**config.mk**
```make
export PLATFORM = sky130hd
export DESIGN_NAME = smachine_loader_flat
export DESIGN_NICKNAME = d
export VERILOG_FILES = /design/src/rtl/smachine_loader_pkg.sv /design/src/rtl/smachine_loader_if.sv /design/src/rtl/smachine_run_timer.sv /design/src/rtl/smachine_loader.sv /design/src/flat_wrapper.sv
export SDC_FILE = /design/constraint.sdc
export NUM_CORES = 1
export LEC_CHECK = 0
export CORE_MARGIN = 2
export CORE_UTILIZATION = 34
export CTS_CLUSTER_SIZE = 24
export DETAILED_ROUTE_END_ITERATION = 8
export GPL_ROUTABILITY_DRIVEN = 0
export PLACE_DENSITY = 0.68
export SYNTH_ARGS = -nofsm -noshare
export SYNTH_HDL_FRONTEND = slang
export SYNTH_SLANG_ARGS = --single-unit
```
**constraint.sdc**
```tcl
create_clock -name clk -period 4.2 [get_ports clk]
set_input_delay 0.42 -clock clk [delete_from_list [all_inputs] [get_ports clk]]
set_output_delay 0.42 -clock clk [all_outputs]
set_load 0.02 [all_outputs]
```
**src/rtl/smachine_loader_pkg.sv**
```systemverilog
// Shared types and constants for the S-Machine program loader.
package smachine_loader_pkg;

   localparam int LD_ADDR_W = 8;    // instruction memory address width (8-bit PC)
   localparam int LD_INST_W = 16;   // instruction width
   localparam int LD_WCNT_W = 9;    // word counter holds 1..256

   typedef enum logic [2:0] {
      S_IDLE,
      S_HDR,
      S_HI,
      S_LO,
      S_WR,
      S_RUN,
      S_DONE
   } state_e;

   // A header byte of 0 stands for a full 256-word image.
   function automatic logic [LD_WCNT_W-1:0] hdr_words(input logic [7:0] b);
      return (b == 8'd0) ? 9'd256 : {1'b0, b};
   endfunction

endpackage

```
**src/rtl/smachine_loader_if.sv**
```systemverilog
// Host byte link: valid/ready stream of program bytes into the loader.
interface smachine_loader_if;
   logic       rx_valid;
   logic [7:0] rx_data;
   logic       rx_ready;

   modport master (output rx_valid, output rx_data, input rx_ready);
   modport slave  (input rx_valid, input rx_data, output rx_ready);
endinterface

```
**src/rtl/smachine_run_timer.sv**
```systemverilog
// Run-phase timer: cycle counter with saturation plus stop_count compare.
module smachine_run_timer #(
   parameter int RUN_LIMIT = 1000
) (
   input  logic       clk,
   input  logic       reset,
   input  logic       latch,        // start accepted: capture stop_in
   input  logic [7:0] stop_in,
   input  logic       run,          // loader is in RUN
   input  logic [7:0] count,
   output logic       hit_target,
   output logic       hit_limit
);

   localparam int CNT_W = (RUN_LIMIT > 1) ? $clog2(RUN_LIMIT) : 1;
   localparam logic [CNT_W-1:0] LAST = CNT_W'(RUN_LIMIT - 1);

   logic [7:0]       stop_q, stop_d;
   logic [CNT_W-1:0] cnt_q, cnt_d;

   // Counter runs only in RUN and parks at LAST; it restarts from 0 each run.
   always_comb begin
      stop_d = latch ? stop_in : stop_q;
      cnt_d  = '0;
      if (run) cnt_d = (cnt_q == LAST) ? cnt_q : cnt_q + 1'b1;
   end

   // State registers.
   always_ff @(posedge clk) begin
      if (reset) begin
         stop_q <= '0;
         cnt_q  <= '0;
      end else begin
         stop_q <= stop_d;
         cnt_q  <= cnt_d;
      end
   end

   assign hit_target = (stop_q != 8'd0) && (count == stop_q);
   assign hit_limit  = (cnt_q == LAST);

endmodule

```
**src/rtl/smachine_loader.sv**
```systemverilog
// Program-load and run controller in front of the S-Machine.
module smachine_loader
   import smachine_loader_pkg::*;
#(
   parameter int ADDR_W    = LD_ADDR_W,
   parameter int INST_W    = LD_INST_W,
   parameter int RUN_LIMIT = 1000
) (
   input  logic               clk,
   input  logic               reset,
   input  logic               start,
   input  logic               abort,
   input  logic [7:0]         stop_count,
   smachine_loader_if.slave   rx,
   output logic               imem_we,
   output logic [ADDR_W-1:0]  imem_addr,
   output logic [INST_W-1:0]  imem_wdata,
   output logic               enable,
   input  logic [7:0]         count,
   output logic               busy,
   output logic               done,
   output logic               timeout,
   output logic               error
);

   state_e               state_q, state_d;
   logic [LD_WCNT_W-1:0] n_q, n_d, wcnt_q, wcnt_d;
   logic [7:0]           hi_q, hi_d, lo_q, lo_d;
   logic                 rx_ready_q, rx_ready_d;
   logic                 timeout_q, timeout_d, error_q, error_d;
   logic                 xfer, start_go, hit_target, hit_limit;

   assign xfer     = rx.rx_valid && rx_ready_q;
   // Abort suppresses a coincident start.
   assign start_go = (state_q == S_IDLE || state_q == S_DONE) && start && !abort;

   smachine_run_timer #(.RUN_LIMIT(RUN_LIMIT)) u_timer (
      .clk        (clk),
      .reset      (reset),
      .latch      (start_go),
      .stop_in    (stop_count),
      .run        (state_q == S_RUN),
      .count      (count),
      .hit_target (hit_target),
      .hit_limit  (hit_limit)
   );

   // Next-state logic: load header, hi/lo bytes, write, then run until an exit.
   always_comb begin
      state_d   = state_q;
      n_d       = n_q;
      wcnt_d    = wcnt_q;
      hi_d      = hi_q;
      lo_d      = lo_q;
      timeout_d = timeout_q;
      error_d   = error_q;
      case (state_q)
         S_IDLE, S_DONE: begin
            if (start_go) begin
               state_d   = S_HDR;
               timeout_d = 1'b0;
               error_d   = 1'b0;
            end
         end
         S_HDR, S_HI, S_LO, S_WR: begin
            if (abort) begin
               state_d = S_IDLE;
               error_d = 1'b1;
            end else if (state_q == S_WR) begin
               wcnt_d  = wcnt_q + 9'd1;
               state_d = (wcnt_q == n_q - 9'd1) ? S_RUN : S_HI;
            end else if (xfer) begin
               case (state_q)
                  S_HDR: begin
                     n_d     = hdr_words(rx.rx_data);
                     wcnt_d  = '0;
                     state_d = S_HI;
                  end
                  S_HI: begin
                     hi_d    = rx.rx_data;
                     state_d = S_LO;
                  end
                  default: begin
                     lo_d    = rx.rx_data;
                     state_d = S_WR;
                  end
               endcase
            end
         end
         S_RUN: begin
            if (abort) begin
               state_d = S_DONE;
               error_d = 1'b1;
            end else if (hit_target) begin
               state_d = S_DONE;
            end else if (hit_limit) begin
               state_d   = S_DONE;
               timeout_d = 1'b1;
            end
         end
         default: state_d = S_IDLE;
      endcase
      rx_ready_d = (state_d == S_HDR) || (state_d == S_HI) || (state_d == S_LO);
   end

   // State registers; reset discards any load or run in progress.
   always_ff @(posedge clk) begin
      if (reset) begin
         state_q    <= S_IDLE;
         n_q        <= '0;
         wcnt_q     <= '0;
         hi_q       <= '0;
         lo_q       <= '0;
         rx_ready_q <= 1'b0;
         timeout_q  <= 1'b0;
         error_q    <= 1'b0;
      end else begin
         state_q    <= state_d;
         n_q        <= n_d;
         wcnt_q     <= wcnt_d;
         hi_q       <= hi_d;
         lo_q       <= lo_d;
         rx_ready_q <= rx_ready_d;
         timeout_q  <= timeout_d;
         error_q    <= error_d;
      end
   end

   assign rx.rx_ready = rx_ready_q;
   // An abort landing in the WR cycle must not leave a stray write behind.
   assign imem_we     = (state_q == S_WR) && !abort;
   assign imem_addr   = ADDR_W'(wcnt_q);
   assign imem_wdata  = INST_W'({hi_q, lo_q});
   assign enable      = (state_q == S_RUN);
   assign busy        = (state_q != S_IDLE) && (state_q != S_DONE);
   assign done        = (state_q == S_DONE);
   assign timeout     = timeout_q;
   assign error       = error_q;

endmodule
```
**src/flat_wrapper.sv**
```systemverilog
// flat-port wrapper written by rule: the top's interface ports become plain ports
module smachine_loader_flat import smachine_loader_pkg::*;
#(
   parameter int ADDR_W    = LD_ADDR_W,
   parameter int INST_W    = LD_INST_W,
   parameter int RUN_LIMIT = 1000
)
  (clk, reset, start, abort, stop_count, imem_we, imem_addr, imem_wdata, enable, count, busy, done, timeout, error, rx_rx_valid, rx_rx_data, rx_rx_ready);
  smachine_loader_if rx_i ();
  input  logic clk;
  input  logic reset;
  input  logic start;
  input  logic abort;
  input  logic [7:0] stop_count;
  output logic imem_we;
  output logic [ADDR_W-1:0] imem_addr;
  output logic [INST_W-1:0] imem_wdata;
  output logic enable;
  input  logic [7:0] count;
  output logic busy;
  output logic done;
  output logic timeout;
  output logic error;
  input wire logic [$bits(rx_i.rx_valid)-1:0] rx_rx_valid;
  input wire logic [$bits(rx_i.rx_data)-1:0] rx_rx_data;
  output wire logic [$bits(rx_i.rx_ready)-1:0] rx_rx_ready;
  assign rx_i.rx_valid = rx_rx_valid;
  assign rx_i.rx_data = rx_rx_data;
  assign rx_rx_ready = rx_i.rx_ready;
  smachine_loader #(.ADDR_W(ADDR_W), .INST_W(INST_W), .RUN_LIMIT(RUN_LIMIT)) u_core (.clk(clk), .reset(reset), .start(start), .abort(abort), .stop_count(stop_count), .rx(rx_i), .imem_we(imem_we), .imem_addr(imem_addr), .imem_wdata(imem_wdata), .enable(enable), .count(count), .busy(busy), .done(done), .timeout(timeout), .error(error));
endmodule
```
==> flow_results.org, run 1 <==
** STA
- In this run the tightest slew margin relative to its limit is 0.300.
- Tightest Pin Transition :: 1050 ps
- Time the worst path needs with I/O delays and setup :: 2910 ps
- Hold Violations, Final :: 0
- Unrepaired setup endpoints after global routing :: false
- Setup violations remaining at the end of the flow were counted as 0.
- The final number of max-transition violations was 0.
- Maximum clock frequency :: 343 MHz
- Clock skew on the completed layout was measured at 5.40 ps.
- On the final layout, the worst hold slack is 491 ps.
- After routing, the total negative slack on setup checks comes to 0 ps.
- Share of the clock period used by the worst path after layout :: 0.693

** Logic synthesis
- In the synthesized netlist, the cells that appear most often are 58 x sky130_fd_sc_hd__dfxtp_1, 53 x sky130_fd_sc_hd__nor2_1, 29 x sky130_fd_sc_hd__nand2_1, 25 x sky130_fd_sc_hd__mux2i_1, 19 x sky130_fd_sc_hd__xor2_1.
- Share of synthesized area occupied by flip-flops and latches :: 0.397
- Yosys mapped a number of flops with a built-in enable equal to 0.
- Synthesis produced a netlist whose cell count is 349.
- For this run, the leading register cell type out of synthesis is sky130_fd_sc_hd__dfxtp_1.
- For this run, asynchronously set or reset flops after synthesis account for 0.
- By area the synthesized netlist is led by sky130_fd_sc_hd__dfxtp_1 40%, sky130_fd_sc_hd__mux2i_1 8.5%, sky130_fd_sc_hd__nor2_1 6.8%.
- Portion of synthesized cell area occupied by the leading cell type :: 0.397
- Synthesized flop and latch total :: 58
- In this run the mean area of a mapped cell was 8.39 um^2.
- Synthesis produced a netlist with a net count of 381.
- Dominant cell by count in the synthesized netlist :: sky130_fd_sc_hd__dfxtp_1
- Counting distinct cell types in the post-synthesis netlist gives 51.
- The synthesized netlist occupies a cell area of 0.00293 mm^2.
- Number of synthesis warnings :: 0
- Library cell with the largest summed area after synthesis :: sky130_fd_sc_hd__dfxtp_1

** Clock tree
- After clock tree synthesis, the clock-pin slew on the worst setup and hold paths is 70 ps.
- The tree built by TritonCTS fans out to 58 sinks.
- The number of setup buffers added after CTS is 0.
- Root Buffer Master :: sky130_fd_sc_hd__clkbuf_8
- CTS max path bufs :: 2
- Gates resized during post-CTS repair numbered 0.
- CTS Buf Count :: 9
- In this run, post-CTS hold repair placed 0 buffers.
- Clock latency of the later-clocked register in the worst-skew pair :: 340 ps
- In this run the number of H-tree levels came out at 3.
- CTS tree :: done

** Worst setup path
- For the worst setup path, the data arrival time is 2490 ps.
- Type of origin of the critical path :: flip-flop
- CP Max Fanout :: 16
- Endpoint class of the critical path :: primary output
- The worst setup path is of the flip-flop to primary output kind.
- Counting cells, the worst reg-to-reg path comes to 8.
- Worst path required time :: 3780 ps

** Pwr
- Net switching power figure :: 0.276 mW
- Overall power :: 1.22 mW
- Net Sw Frac :: 0.226
- The share of total power dissipated in the clock network is 0.475.
- Maximum vdd ir drop :: 0.173 mV
- Part of the total power dissipated in combinational logic :: 0.065
- The analysis attributes to cell leakage a power of 1.39 nW.
- Internal power comes to 0.945 mW.
- Cell area power density :: 326 mW/mm^2
- The share of total power dissipated in sequential elements is 0.460.

** GRT
- The via count of the first global-routing pass came to 2490.
- For met3 alone, demand over resource in global routing was 0.0354.
- Across every metal layer, demand over resource in global routing totals 0.154.
- GR Layer Usage met2 :: 0.267
- For this run the aggregate overflow at the end of global routing stands at 0.
- The first global-routing pass estimated 12.0 mm of wire.
- Global-route layer with the greatest usage :: met2
- In the global route stage, met1 resource usage came out at 0.182.
- The number of antenna violations at the first check in global routing came to 0.
- Largest net degree at the start of global routing :: 29

** Routing
- Number of violations reported at the end of detailed-routing iteration 0 :: 158
- Once detail routing completed, the nets flagged for antenna violations numbered 0.
- Routed wirelength normalized by instance count :: 14.1 um
- The final route contains 2634 vias.
- Detailed-routing iteration count for the pre-antenna-repair pass :: 4
- After detailed routing, the number of remaining DRC violations is 0.
- Post-detailed-route via-to-cell ratio :: 5.22
- The routed design has 7.11 mm of wire.

** Die
- Die Ht :: 96.8 um
- For this configuration, the core starts out at a cell density of 0.353.
- Area of the core :: 0.00830 mm^2
- Pin placement for this block handled 60 I/O pins.
- The die covers 0.00937 mm^2.
- FP Rows :: 33
- The floorplan step set the die width to 96.8 um.

** Finish
- Layout Area Growth over Synthesis :: 27.9%
- Excluding fillers, the count of instances in the completed layout stands at 505.
- Final nets :: 427
- In the final layout, the share of cells above drive strength 1 is 0.0600.
- The number of antenna diodes in the final layout is 0.

** Min path
- Hold Path Class :: flip-flop to flip-flop
- Along the worst hold path, the cell count comes to 2.

** Placement
- Cell count after placement :: 489
- Port buffering added 59 buffers.
- Hpwl dp :: 5.10 mm

** Flow run
- Across the run, the number of max-cap violations was 0.

** Run status
- The run finished with clean final reports.
## registers in the layout, indices dropped and copies added, names as in the netlist
name	cells
u_core.error	1
u_core.u_timer.cnt_q	10
u_core.state_q	3
u_core.timeout	1
u_core.wcnt_q	9
u_core.hi_q	8
u_core.n_q	9
u_core.lo_q	8
u_core.u_timer.stop_q	8
u_core.rx.rx_ready	1
## layout make-up
type / count / area, um^2
Clock inverter: 5 / 77.6
Clock buffer: 11 / 141
Sequential cell: 58 / 1160
Tap cell: 105 / 131
Multi-Input combinational cell: 257 / 1600
Fill cell: 833 / 4550
Inverter: 8 / 30.0
Timing Repair Buffer: 61 / 606
## cells by family after synthesis
kind of cell / after synthesis / synth area share
flip-flops: 58 / 0.397
buffers and inverters: 34 / 0.0577
multiplexers: 25 / 0.0855
adder cells (fa/ha/maj): 3 / 0.0128
AND/OR/NAND/NOR: 147 / 0.241
XOR/XNOR: 32 / 0.0957
AO/OA/AOI/OAI: 50 / 0.110
## worst max-delay path, cell delays in order (launching register included)
cell and delay (ps):
sky130_fd_sc_hd__dfxtp_1 590, sky130_fd_sc_hd__nor2b_1 600, sky130_fd_sc_hd__nand2_1 190, sky130_fd_sc_hd__inv_1 150, sky130_fd_sc_hd__clkdlybuf4s50_1 620
## per-layer routing
metal  vias up  share of wire
met4         0          0.019
met2        60           0.51
met1      1261           0.44
met5         -              0
met3        12          0.039
li1       1301              -
## cells in the final DEF (no fill, tap or decap), types with 2 or more instances in the layout
master	count
sky130_fd_sc_hd__clkdlybuf4s50_1	59
sky130_fd_sc_hd__dfxtp_1	58
sky130_fd_sc_hd__nor2_1	53
sky130_fd_sc_hd__nand2_1	29
sky130_fd_sc_hd__mux2i_1	25
sky130_fd_sc_hd__xor2_1	19
sky130_fd_sc_hd__nand3_1	18
sky130_fd_sc_hd__a21oi_1	18
sky130_fd_sc_hd__xnor2_1	13
sky130_fd_sc_hd__nor3_1	12
sky130_fd_sc_hd__clkbuf_8	10
sky130_fd_sc_hd__inv_1	7
sky130_fd_sc_hd__o21ai_0	7
sky130_fd_sc_hd__nand2b_1	5
sky130_fd_sc_hd__nor4_1	5
sky130_fd_sc_hd__nand4_1	5
sky130_fd_sc_hd__and3_1	4
sky130_fd_sc_hd__a211oi_1	3
sky130_fd_sc_hd__o211ai_1	3
sky130_fd_sc_hd__or3_1	3
sky130_fd_sc_hd__ha_1	3
sky130_fd_sc_hd__nor2b_1	2
sky130_fd_sc_hd__a2111oi_0	2
sky130_fd_sc_hd__a31oi_1	2
sky130_fd_sc_hd__nor4b_1	2
sky130_fd_sc_hd__o21ai_1	2
sky130_fd_sc_hd__bufinv_16	2
sky130_fd_sc_hd__clkinv_2	2
sky130_fd_sc_hd__buf_4	2
## stage by stage
step	utilization	setup slack (ps)	cell area, um^2
global placement	0.425	1700	3530
finish	0.451	1290	3740
floorplan	-	1950	2930
global route	0.451	1110	3740
CTS	0.451	1280	3740
detailed placement	0.425	1660	3530
## worst paths after layout
kind                                start                      endpoint  slack [ps]
min reg2reg    u_core.n_q[6]$_SDFFE_PP0P_    u_core.n_q[6]$_SDFFE_PP0P_         490
min            u_core.n_q[6]$_SDFFE_PP0P_    u_core.n_q[6]$_SDFFE_PP0P_         490
max          u_core.state_q[0]$_SDFF_PP0_                        enable        1290
max reg2reg    u_core.n_q[0]$_SDFFE_PP0P_  u_core.state_q[2]$_SDFF_PP0_        1700
## power by group through the flow
stage	registers (mW)	logic, mW	clock network [mW]
after floorplan	0.573	0.0378	0
after global placement	0.574	0.0787	0
after detailed placement	0.574	0.0796	0
after CTS	0.562	0.0804	0.589
after global routing	0.562	0.0869	0.608
final	0.562	0.0798	0.580
No activity file was read; power rests on OpenSTA's default activity.
==> run 2, diff against run 1 <==
clock period = 3 ns   (was 4.2 ns; I/O delays follow)
==> flow_results.org, run 2 (synthesized netlist as in run 1, its figures left out) <==
** Clock tree
- The clock reaches the later pin of the worst-skew pair after 340 ps.
- Root Buffer Master :: sky130_fd_sc_hd__clkbuf_8
- For this design, the CTS-stage hold fixing added 0 buffers.
- Setup fix buffers added after clock tree synthesis :: 0
- CTS Buf Count :: 9
- CTS built an H-tree with a depth of 3.
- Clock sink count :: 58
- Counting along the longest clock path gives a buffer depth of 2.
- Register clock-pin slew on the reported worst setup and hold paths :: 70 ps
- Post-cts gate resize count :: 0
- CTS tree :: done

** Worst setup path
- Data arrives at the worst endpoint at 2740 ps.
- Worst path required time :: 3270 ps
- CP Max Fanout :: 8
- The worst setup path is launched from a flip-flop.
- The worst setup path is captured at a flip-flop.
- Critical Setup Path Class :: flip-flop to flip-flop

** Placement
- Port buffering added 59 buffers.
- OpenSTA, run right after detailed placement, puts the worst setup slack at 570 ps.
- Cell count after placement :: 493
- Detailed placement ended at an HPWL of 5.13 mm.

** STA
- In the finished design, the share of the clock period the worst path needs comes to 0.821.
- Setup ws final :: 537 ps
- For the finished layout, the period the worst path requires is 2460 ps.
- The tightest hold path in the finished design has a slack of 497 ps.
- Setup violations remaining at the end of the flow were counted as 0.
- For the pin with the worst max-slew slack, the measured transition is 604 ps.
- Setup repair after global routing left no endpoint under its margin.
- Based on the critical path, the design can be clocked at up to 406 MHz.
- In this run the tightest slew margin relative to its limit is 0.596.
- Final Skew :: 11.0 ps
- Setup TNS :: 0 ps
- The final number of max-transition violations was 0.
- Hold Violations, Final :: 0

** Routing
- Post-detailed-route via-to-cell ratio :: 5.08
- Residual DRC count :: 0
- In this run the remaining antenna-violating nets after routing total 0.
- The routed layout has 2584 vias.
- Detailed-routing iteration count for the pre-antenna-repair pass :: 4
- Wires add up to 6.88 mm.
- In the final routed layout, each cell accounts on average for 13.5 um.
- Number of violations reported at the end of detailed-routing iteration 0 :: 128

** Pwr
- Standby leakage power :: 1.42 nW
- The worst-case IR drop observed on VDD is 0.286 mV.
- Cell area power density :: 468 mW/mm^2

** Finish
- Leading cell type in the layout, fill and taps excluded :: sky130_fd_sc_hd__clkdlybuf4s50_1
- Layout Area Growth over Synthesis :: 29.7%
- Of the cells placed in the final design, the portion with a size suffix greater than 1 is 0.0693.
- The finished layout holds 509 standard cells, fillers aside.
- The number of antenna diodes in the final layout is 0.
- The largest registers in the layout are u_core.u_timer.cnt_q (10), u_core.n_q (9), u_core.wcnt_q (9).
- Final nets :: 431
- Ranked by flip-flop count, first place goes to u_core.u_timer.cnt_q.
- Number of flip-flops in the largest register :: 10
- The layout has 821 filler cells.
- Commonest cells after routing, fill and taps aside :: 59 x sky130_fd_sc_hd__clkdlybuf4s50_1, 58 x sky130_fd_sc_hd__dfxtp_1, 53 x sky130_fd_sc_hd__nor2_1

** Die
- The floorplan step defined a die boundary enclosing 0.00937 mm^2.
- Die span in x :: 96.8 um
- In this run the vertical extent of the chip is 96.8 um.
- Area of the core :: 0.00830 mm^2
- FP Rows :: 33
- The initial utilization of the core area, before any placement, comes to 0.353.
- I/O pin total :: 60

** Run status
- The run finished with clean final reports.

** Flow run
- Number of maximum-capacitance constraint violations :: 0

** GRT
- The via count of the first global-routing pass came to 2488.
- The first global-routing pass estimated 11.5 mm of wire.
- Number of antenna violations at the first check in global routing :: 0
- Summed over all layers, the global routing overflow is 0.
- Entering global routing, the biggest net connects 24 pins.
- Tot GR Track Use :: 0.150

** Min path
- Hold Path Class :: flip-flop to flip-flop
## run 2: path summary, 6_finish.rpt
| kind | start | to | slack [ps] | depth (start not counted) |
|---|---|---|---|---|
| worst max-delay path | u_core.n_q[0]$_SDFFE_PP0P_ | u_core.state_q[2]$_SDFF_PP0_ | 540 | 8 |
| worst min-delay path | u_core.lo_q[1]$_SDFFE_PP0P_ | u_core.lo_q[1]$_SDFFE_PP0P_ | 500 | 2 |
| worst max register to register | u_core.n_q[0]$_SDFFE_PP0P_ | u_core.state_q[2]$_SDFF_PP0_ | 540 | 8 |
| worst min register to register | u_core.lo_q[1]$_SDFFE_PP0P_ | u_core.lo_q[1]$_SDFFE_PP0P_ | 500 | 2 |
## run 2: layer usage
layer,up-vias,track usage,share of wire
met5,-,0,0
met1,1208,0.178,0.43
met2,61,0.257,0.50
li1,1305,-,-
met4,0,0.0542,0.015
met3,10,0.0462,0.045
## run 2: critical path, cell delays in order (launching register included)
cell and delay (ps):
sky130_fd_sc_hd__dfxtp_1 440, sky130_fd_sc_hd__inv_1 70, sky130_fd_sc_hd__ha_1 290, sky130_fd_sc_hd__xor2_1 210
sky130_fd_sc_hd__o211ai_1 120, sky130_fd_sc_hd__or4b_4 510, sky130_fd_sc_hd__a41o_1 250, sky130_fd_sc_hd__o311a_1 360
sky130_fd_sc_hd__nor3_2 150
## run 2: report_power, final
group	internal (mW)	switching (mW)	leakage [nW]
clock network	0.554	0.322	0.117
logic	0.0608	0.0540	0.832
registers	0.777	0.00907	0.468
## run 2: final cells by class
cell class,instances,area (um^2),share of cell area
Multi-Input combinational cell,257,1600,0.421
Sequential cell,58,1160,0.306
Clock buffer,10,128,0.0336
Timing Repair Buffer,65,636,0.167
Inverter,8,30.0,0.00791
Clock inverter,6,115,0.0303
Tap cell,105,131,0.0346
## run 2: through the flow
stage	power, mW	instance area (um^2)	util
CTS	1.81	3800	0.458
global placement	0.918	3560	0.428
detailed placement	0.919	3560	0.428
global route	1.85	3800	0.458
floorplan	0.855	2930	-
finish	1.78	3800	0.458
